$ cat config.mk
export PLATFORM = sky130hd
export DESIGN_NAME = light_phase_sched
export DESIGN_NICKNAME = d
export VERILOG_FILES = /design/src/rtl/light_phase_sched.sv
export SDC_FILE = /design/constraint.sdc
export NUM_CORES = 1
export LEC_CHECK = 0
export BUFFER_PORTS_ARGS = -buffer_cell sky130_fd_sc_hd__buf_4
export CORE_MARGIN = 10
export CORE_UTILIZATION = 58
export CTS_CLUSTER_SIZE = 16
export DETAILED_ROUTE_END_ITERATION = 6
export GPL_ROUTABILITY_DRIVEN = 0
export HOLD_SLACK_MARGIN = 0.08
export PLACE_DENSITY = 0.8
export SLEW_MARGIN = 20
export SYNTH_ARGS = -nofsm -noshare
export SYNTH_HDL_FRONTEND = slang
export SYNTH_SLANG_ARGS = --single-unit
$ cat constraint.sdc
create_clock -name clk -period 6.1 [get_ports clk]
set_clock_uncertainty 0.15 [all_clocks]
set_input_delay 0.915 -clock clk [delete_from_list [all_inputs] [get_ports clk]]
set_output_delay 0.915 -clock clk [all_outputs]
set_load 0.02 [all_outputs]
$ cat src/rtl/light_phase_sched.sv
`default_nettype none
// ---------------------------------------------------------------------------
// light_phase_sched : three-phase J/P/C light scheduler with pending-request skip
// and early advance; define ALLRED_EN for an S-cycle all-red gap. Revision 1.0
// ---------------------------------------------------------------------------
module light_phase_sched #(
    parameter int L  = 10,
    parameter int S  = 3,
    parameter int CW = 12
) (
    input  logic       clk,
    input  logic       rst,
    input  logic       N,
    input  logic [2:0] req,
    output logic       J,
    output logic       P,
    output logic       C,
    output logic       yel,
    output logic [1:0] phase,
    output logic [2:0] pend
);

    localparam logic [CW-1:0] LAST_J = CW'(L + S - 1);
    localparam logic [CW-1:0] LAST_P = CW'(L - S - 1);
    localparam logic [CW-1:0] LAST_C = CW'(L + 2 * S - 1);
    localparam logic [CW-1:0] LAST_S = CW'(S - 1);

    typedef enum logic [1:0] {
        IDLE   = 2'd0,
        GREEN  = 2'd1,
        YELLOW = 2'd2
`ifdef ALLRED_EN
        ,
        ALLRED = 2'd3
`endif
    } state_t;

    state_t        state;
    state_t        state_n;
    logic [CW-1:0] timer;
    logic [CW-1:0] timer_n;
    logic [CW-1:0] green_last;
    logic [1:0]    phase_n;
    logic [1:0]    succ1;
    logic [1:0]    succ2;
    logic [1:0]    sel;
    logic [1:0]    enter_phase;
    logic          enter_green;
    logic          passing;
    logic [2:0]    clr;
    logic [2:0]    pend_n;
    logic [3:0]    pend_ext;
`ifdef ALLRED_EN
    logic [1:0]    held;
    logic [1:0]    held_n;
`endif

    function automatic logic [1:0] rot(input logic [1:0] p);
        return (p == 2'd2) ? 2'd0 : p + 2'd1;
    endfunction

    // Search successor, then the one after, then the current phase last.
    always_comb begin
        succ1    = rot(phase);
        succ2    = rot(succ1);
        pend_ext = {1'b0, pend};
        if (pend_ext[succ1]) begin
            sel = succ1;
        end else if (pend_ext[succ2]) begin
            sel = succ2;
        end else if (pend_ext[phase]) begin
            sel = phase;
        end else begin
            sel = succ1;
        end
    end

    always_comb begin
        case (phase)
            2'd0:    green_last = LAST_J;
            2'd1:    green_last = LAST_P;
            default: green_last = LAST_C;
        endcase
    end

    always_comb begin
        state_n     = state;
        timer_n     = timer + CW'(1);
        phase_n     = phase;
        enter_green = 1'b0;
        enter_phase = phase;
`ifdef ALLRED_EN
        held_n      = held;
`endif
        case (state)
            IDLE: begin
                enter_green = 1'b1;
                enter_phase = 2'd0;
            end
            GREEN: begin
                if (timer == green_last || (N && timer >= LAST_S)) begin
                    state_n = YELLOW;
                    timer_n = '0;
                end
            end
            YELLOW: begin
                if (timer == LAST_S) begin
`ifdef ALLRED_EN
                    state_n = ALLRED;
                    timer_n = '0;
                    held_n  = sel;
`else
                    enter_green = 1'b1;
                    enter_phase = sel;
`endif
                end
            end
`ifdef ALLRED_EN
            ALLRED: begin
                if (timer == LAST_S) begin
                    enter_green = 1'b1;
                    enter_phase = held;
                end
            end
`endif
            default: begin
                state_n = IDLE;
                timer_n = '0;
            end
        endcase

        if (enter_green) begin
            state_n = GREEN;
            timer_n = '0;
            phase_n = enter_phase;
        end

        // A request arriving on the clearing edge wins over the clear.
        clr = 3'b000;
        if (enter_green) begin
            clr = 3'b001 << enter_phase;
        end
        pend_n = (pend & ~clr) | req;
    end

    always_ff @(posedge clk) begin
        if (!rst) begin
            state <= IDLE;
            timer <= '0;
            phase <= 2'd0;
            pend  <= 3'b000;
`ifdef ALLRED_EN
            held  <= 2'd0;
`endif
        end else begin
            state <= state_n;
            timer <= timer_n;
            phase <= phase_n;
            pend  <= pend_n;
`ifdef ALLRED_EN
            held  <= held_n;
`endif
        end
    end

    assign passing = (state == GREEN) || (state == YELLOW);
    assign J       = passing && (phase == 2'd0);
    assign P       = passing && (phase == 2'd1);
    assign C       = passing && (phase == 2'd2);
    assign yel     = (state == YELLOW);

endmodule
`default_nettype wire
==> results of run 1 <==
power breakdown:
group          total (mW)  internal [mW]  leakage, nW  switching, mW
Clock              0.0621         0.0254       0.0150         0.0367
Combinational      0.0409         0.0176        0.349         0.0232
Sequential          0.132          0.127        0.154        0.00460
worst min-delay path by stage:
| stage | startpoint | to | slack, ns | depth (start not counted) |
|---|---|---|---|---|
| 6_report | timer[0] | timer[0] | 0.39 | 1 |
| 5_1_grt | timer[0] | timer[0] | 0.44 | 1 |
| 4_1_cts | timer[0] | timer[0] | 0.39 | 1 |
| 3_5_place_dp | timer[0] | timer[0] | 0.38 | 1 |
| 3_3_place_gp | timer[0] | timer[0] | 0.36 | 1 |
| 2_1_floorplan | timer[0] | timer[0] | 0.33 | 1 |
kinds of logic after synthesis:
family          synth area share, %
simple gates                   32.8
flops                          32.4
compound gates                 10.6
xor+xnor                       8.95
buf+inv                        5.32
fa+ha+maj                      6.39
mux                            3.51
per-layer routing:
metal	routed length (microns)	vias up
met5	0	-
met4	0	0
met3	105	0
met2	1220	18
met1	1050	468
li1	-	501
area by class of cell:
class,instances,area (sq um)
tap,27,33.8
inverter,4,15.0
sequential,19,380
fill,167,649
timing repair buffer,14,105
clock buffer,4,26.3
multi-input combinational,106,732
metrics by stage:
step                      area, sq um  worst slack (ns)
after floorplan                  1170              3.79
after global placement           1270              3.86
after detailed placement         1270              3.75
after CTS                        1290              3.57
after global routing             1290              3.50
final                            1290              3.56
flip-flops by register name (all words and copies together) (netlist names):
register	flops
pend	3
phase	2
state	2
timer	12
layout by cell type (no fill, tap or decap), types with 2 or more instances in the layout:
cell type  count
a21oi_1        4
a32oi_1        2
and2_1         4
and3_1         2
and3b_1        2
and4_1         3
buf_4         14
clkbuf_4       3
dfxtp_1       19
ha_1           6
inv_1          4
mux2i_1        3
nand2_1       15
nand2b_1       4
nand3_1        5
nand4_1        4
nor2_1        16
nor3_1         2
nor3b_1        4
nor4_2         2
o21ai_0        3
o31ai_1        2
xnor2_1        9
xor2_1         3
==> reports/qor.txt, run 1 <==
outcome -> complete, no violations
ratio of cells with drive above 1 in the final layout -> 16.3%
area share of the largest cell type after synthesis -> 32.4%
drt drc -> 0
sum of buffers and inverters on the critical path -> 2
CTS Root Cell -> clkbuf_4
Layout area overhead -> 10.0%
Synth Net Count -> 148
Final min period -> 2.54 ns
RSZ-0062 raised after global routing -> no
Core ar. -> 0.00194 sq mm
Crit path max-delay family -> flip-flops
Starting Density -> 60.5%
worst endpoint data arrival time -> 1.47 ns
Post-synth top cells -> dfxtp_1, nor2_1, nand2_1
Sum Neg Setup Slack -> 0 ns
WP data required -> 5.03 ns
Die Width -> 65.0 microns
Finished Layout Cells -> 174
Final Cycle Share -> 41.6%
cts bufs inserted -> 3
type of origin of the critical path -> register
total power per unit cell area -> 182 mW/mm^2
post-synthesis cell count -> 136
critical-path cell list -> inv_1, ha_1, nor3b_1, buf_4
Util after Layout -> 66.6%
largest area contributor in the netlist -> dfxtp_1
number of diodes -> 0
Leak Pwr -> 0.518 nW
met1 usage -> 13.3%
Yosys cell types -> 37
vias post-DR -> 987
crit-path max FO -> 4
MaxCap Viol Count -> 0
GR Layer Usage met2 -> 20.1%
post-cts resize count -> 0
fin nets -> 160
Relative slew margins -> 48.1%
Critical Path End -> J
M3 GR Usage -> 2.92%
asr flop ratio synth -> 0%
reg2reg start -> state[0]
Tot GR Track Use -> 11.4%
crit path kind -> reg -> out
TritonRoute pass-1 iters -> 4
CP Capture Type -> primary output
mapped cell area -> 0.00117 sq mm
EDFF count, synth -> 0
Tot Pwr -> 235 uW
I/O Pins -> 15
Setup crit start -> state[0]
Initial DRC Count -> 22
worst skew pair latency -> 0.29 ns
antenna violations before repair -> 0
top post-synthesis cells by area -> dfxtp_1, xnor2_1, ha_1
setup bufs post-CTS -> 0
maximum VDD drop -> 145 uV
fraction of the yosys area taken by sequential cells -> 32.4%
RR Endpoint -> timer[1]
most frequent cell after synthesis -> dfxtp_1
GRT overflow -> 0
DR vias/cell -> 5.67
slew of the pin with the lowest slew margin -> 0.777 ns
die area -> 0.00423 sq mm
clock buffer depth -> 2
final hold slack -> 0.388 ns
Die Span Y -> 65.0 microns
hold crit path type -> reg -> reg
FP Rows -> 16
CTS tree -> done
r2r worst-path depth -> 6
FF-to-FF setup slack -> 3.73 ns
Worst path depth -> 4
YS warnings -> 0
clock transition at the registers of the reported paths -> 0.11 ns
Port Buf Inserts -> 14
CTS H-tree lvls -> 1
Max stage delay on crit path -> 0.40 ns
Setup-failing EPs final -> 0
Cells after DPL -> 170
Slew Limit Fails -> 0
drt wl/cell -> 13.7 microns
critical-path cell with the highest stage delay -> dfxtp_1
FF+latch count, synth -> 19
GR peak layer -> met2
Routed WL -> 2.38 mm
cts hold-fix bufs -> 0
Max Fclk -> 394 MHz
vias in the first global route -> 904
Avg Synthesized Cell Area -> 8.64 sq um
Hold Fails Final Rpt -> 0
first-pass GRT wire length -> 4.00 mm
Sink Count -> 19
ys flop type -> dfxtp_1
Detail Placement HPWL -> 1.84 mm
post-route ant nets -> 0
largest net degree at the start of global routing -> 13
Note: power is estimated with default switching activity, not from simulation.
==> inputs of run 2 (changes only) <==
--- a/config.mk
+++ b/config.mk
@@ -5,14 +5,15 @@
 export SDC_FILE = /design/constraint.sdc
 export NUM_CORES = 1
 export LEC_CHECK = 0
+export ABC_AREA = 1
 export BUFFER_PORTS_ARGS = -buffer_cell sky130_fd_sc_hd__buf_4
 export CORE_MARGIN = 10
-export CORE_UTILIZATION = 58
+export CORE_UTILIZATION = 50
 export CTS_CLUSTER_SIZE = 16
 export DETAILED_ROUTE_END_ITERATION = 6
 export GPL_ROUTABILITY_DRIVEN = 0
 export HOLD_SLACK_MARGIN = 0.08
-export PLACE_DENSITY = 0.8
+export PLACE_DENSITY = 0.73
 export SLEW_MARGIN = 20
 export SYNTH_ARGS = -nofsm -noshare
 export SYNTH_HDL_FRONTEND = slang
==> constraint.sdc (replaced) <==
create_clock -name clk -period 2.3 [get_ports clk]
set_clock_uncertainty 0.15 [all_clocks]
set_input_delay 0.345 -clock clk [delete_from_list [all_inputs] [get_ports clk]]
set_output_delay 0.345 -clock clk [all_outputs]
set_load 0.02 [all_outputs]
==> run 2 against run 1 <==
  * Worst setup slack got worse by 3.2 ns
  * Final area increased by 2.3%
  * Synthesized cell count increased by 24%
  * Worst hold slack got worse by 0.25 ns
  * Critical endpoint is now timer[6]
  * Largest cell class unchanged
==> reports/qor.txt, run 2 <==
outcome -> complete, no violations
largest net degree at the start of global routing -> 12 (-1)
type of origin of the critical path -> register
Biggest register -> timer
Final Cycle Share -> 85.9%
FF-to-FF setup slack -> 0.32 ns (-3.41 ns)
most frequent cell after synthesis -> nand2_1
Core ar. -> 0.00221 sq mm (+14%)
TritonRoute pass-1 iters -> 4 (unchanged)
FF+latch count, synth -> 19 (unchanged)
number of flip-flops in the largest register -> 12 (unchanged)
Synth Net Count -> 181 (+22%)
fin nets -> 199 (+24%)
ys flop type -> dfxtp_1
hold crit path type -> in -> reg
DR vias/cell -> 4.90 (-14%)
Initial DRC Count -> 53 (+140%)
Die Span Y -> 68.3 microns (+5.0%)
slew of the pin with the lowest slew margin -> 0.318 ns (-0.459 ns)
post-synthesis cell count -> 169 (+24%)
die area -> 0.00466 sq mm (+10%)
cts bufs inserted -> 3 (unchanged)
Tot GR Track Use -> 12.4% (+1.0 points)
maximum VDD drop -> 576 uV (+300%)
vias post-DR -> 1,049 (+6.3%)
YS warnings -> 0 (unchanged)
dpl cell area -> 0.00129 sq mm (+2.2%)
total power per unit cell area -> 659 mW/mm^2 (+260%)
Switching Power -> 343 uW (+430%)
Starting Density -> 52.7% (-7.8 points)
area share of the largest cell type after synthesis -> 32.7% (+0.28 points)
Sink Count -> 19 (unchanged)
crit path kind -> reg -> reg
largest registers -> timer (12), pend (3)
Slew Limit Fails -> 0 (unchanged)
clock transition at the registers of the reported paths -> 0.10 ns (about the same)
share of total power in combinational logic -> 36.7% (+19 points)
GRT overflow -> 0 (unchanged)
Min-Delay Endpoint -> pend[1]
Final min period -> 1.98 ns
MaxCap Viol Count -> 0 (unchanged)
Avg Synthesized Cell Area -> 6.89 sq um (-20%)
crit-path max FO -> 11 (+7)
WP data required -> 2.37 ns (-2.66 ns)
mapped cell area -> 0.00116 sq mm (-0.85%)
DP Worst Slack -> 0.201 ns (-3.54 ns)
Post-synth top cells -> nand2_1, inv_1, nor2_1
Final Worst Setup Slack -> 0.325 ns (-3.24 ns)
CTS H-tree lvls -> 1 (unchanged)
final hold slack -> 0.138 ns (-0.250 ns)
Detail Placement HPWL -> 1.99 mm (+8.0%)
Setup-failing EPs final -> 0 (unchanged)
commonest non-fill, non-tap cells in the layout -> nand2_1, inv_1, nor2_1
post-route ant nets -> 0 (unchanged)
drt wl/cell -> 11.7 microns (-14%)
cts hold-fix bufs -> 0 (unchanged)
largest area contributor in the netlist -> dfxtp_1
Layout area overhead -> 13.5%
Filler Cell Count -> 223 (+34%)
Cells on Worst Hold Path -> 3 (+2)
ratio of cells with drive above 1 in the final layout -> 21.0% (+4.6 points)
drt drc -> 0 (unchanged)
Leak Pwr -> 0.560 nW (+8.1%)
final instance area -> 0.00132 sq mm (+2.3%)
clock buffer depth -> 2 (unchanged)
Max Fclk -> 506 MHz
Die Width -> 68.3 microns (+5.0%)
worst skew pair latency -> 0.29 ns (about the same)
RR Endpoint -> timer[6]
EDFF count, synth -> 0 (unchanged)
vias in the first global route -> 1,066 (+18%)
I/O Pins -> 15 (unchanged)
number of diodes -> 0 (unchanged)
Tot Pwr -> 872 uW (+270%)
commonest non-fill, non-tap cell in the layout -> nand2_1
CTS tree -> done
RSZ-0062 raised after global routing -> no
Internal -> 529 uW (+210%)
Relative slew margins -> 78.7% (+31 points)
clock power share -> 19.1% (-7.3 points)
Yosys cell types -> 23 (-38%)
Port Buf Inserts -> 14 (unchanged)
CP Capture Type -> register
switching share of total power -> 39.4% (+12 points)
Finished Layout Cells -> 214 (+23%)
fraction of the yosys area taken by sequential cells -> 32.7% (+0.28 points)
Seq pwr share -> 44.1% (-12 points)
Hold Fails Final Rpt -> 0 (unchanged)
top post-synthesis cells by area -> dfxtp_1, nand2_1, inv_1
Util after Layout -> 59.8% (-6.8 points)
asr flop ratio synth -> 0% (unchanged)
HP Start -> req[1]
r2r worst-path depth -> 11 (+5)
CTS Root Cell -> clkbuf_4
FP Rows -> 17 (+1)
Cells after DPL -> 210 (+24%)
antenna violations before repair -> 0 (unchanged)
reg2reg start -> timer[0]
Sum Neg Setup Slack -> 0 ns (unchanged)
Routed WL -> 2.51 mm (+5.4%)
worst endpoint data arrival time -> 2.05 ns (+0.58 ns)
first-pass GRT wire length -> 4.57 mm (+14%)
-- run 2: cell count changes in the layout (fill, tap and decap cells not counted), sizes merged, moves of 6 or more --
cell / delta
nand2: +22
a21oi: +6
nand3: +7
xnor2: -7
inv: +22
nor3: +7
nor2: +14
-- run 2: cell families (layout without fill, tap and decap cells) --
| group | Yosys count | count (layout) | synth area share (%) |
|---|---|---|---|
| fa+ha+maj | 6 | 6 | 6.44 |
| flops | 19 | 19 | 32.7 |
| compound gates | 17 | 17 | 8.38 |
| xor+xnor | 9 | 9 | 6.77 |
| buf+inv | 27 | 44 | 9.34 |
| simple gates | 91 | 91 | 36.4 |
-- run 2: routing by layer --
metal	GRT usage [%]	part of all wire (%)
met4	3.02	0.56
met3	3.92	4.8
met5	0	0
met2	19.8	48
met1	15.8	47
-- run 2: critical path, stage by stage (launching register included) --
cell	delay, ns
dfxtp_1	0.42
inv_1	0.11
ha_1	0.24
nand2_1	0.07
nor2_1	0.05
nand2_2	0.08
nand4_1	0.08
nand2_1	0.08
o21ai_2	0.06
o21ai_2	0.17
nand2_2	0.22
nor3_1	0.18
-- run 2: power groups by stage --
stage,clock network (mW),logic (mW),registers (mW)
after floorplan,0,0.242,0.388
after global placement,0,0.310,0.387
after detailed placement,0,0.313,0.390
after CTS,0.177,0.317,0.385
after global routing,0.192,0.367,0.390
final,0.167,0.320,0.385
-- run 2: area by class of cell --
class                           count  area (sq um)  area share [%]
Clock buffer                        4          26.3            1.99
Multi-Input combinational cell    123           678            51.3
Tap cell                           28          35.0            2.65
Inverter                           26          97.6            7.38
Timing Repair Buffer               14           105            7.95
Sequential cell                    19           380            28.8
-- run 2: how the worst max path moves through the flow --
stage               slack, ns     start         to  depth (start not counted)
floorplan                0.59  phase[1]  timer[11]                          9
global placement         0.31  timer[0]   timer[6]                         11
detailed placement       0.20  timer[0]   timer[6]                         11
CTS                      0.14  timer[0]   timer[6]                         11
global route             0.03  timer[1]  timer[10]                          9
finish                   0.32  timer[0]   timer[6]                         11
-- run 2: repair_timing --
item	4_1_cts	5_1_grt
endpoints found under the hold margin	0	0
gates resized for setup	0	1
setup endpoints to repair	0	2
buffers inserted	0	0
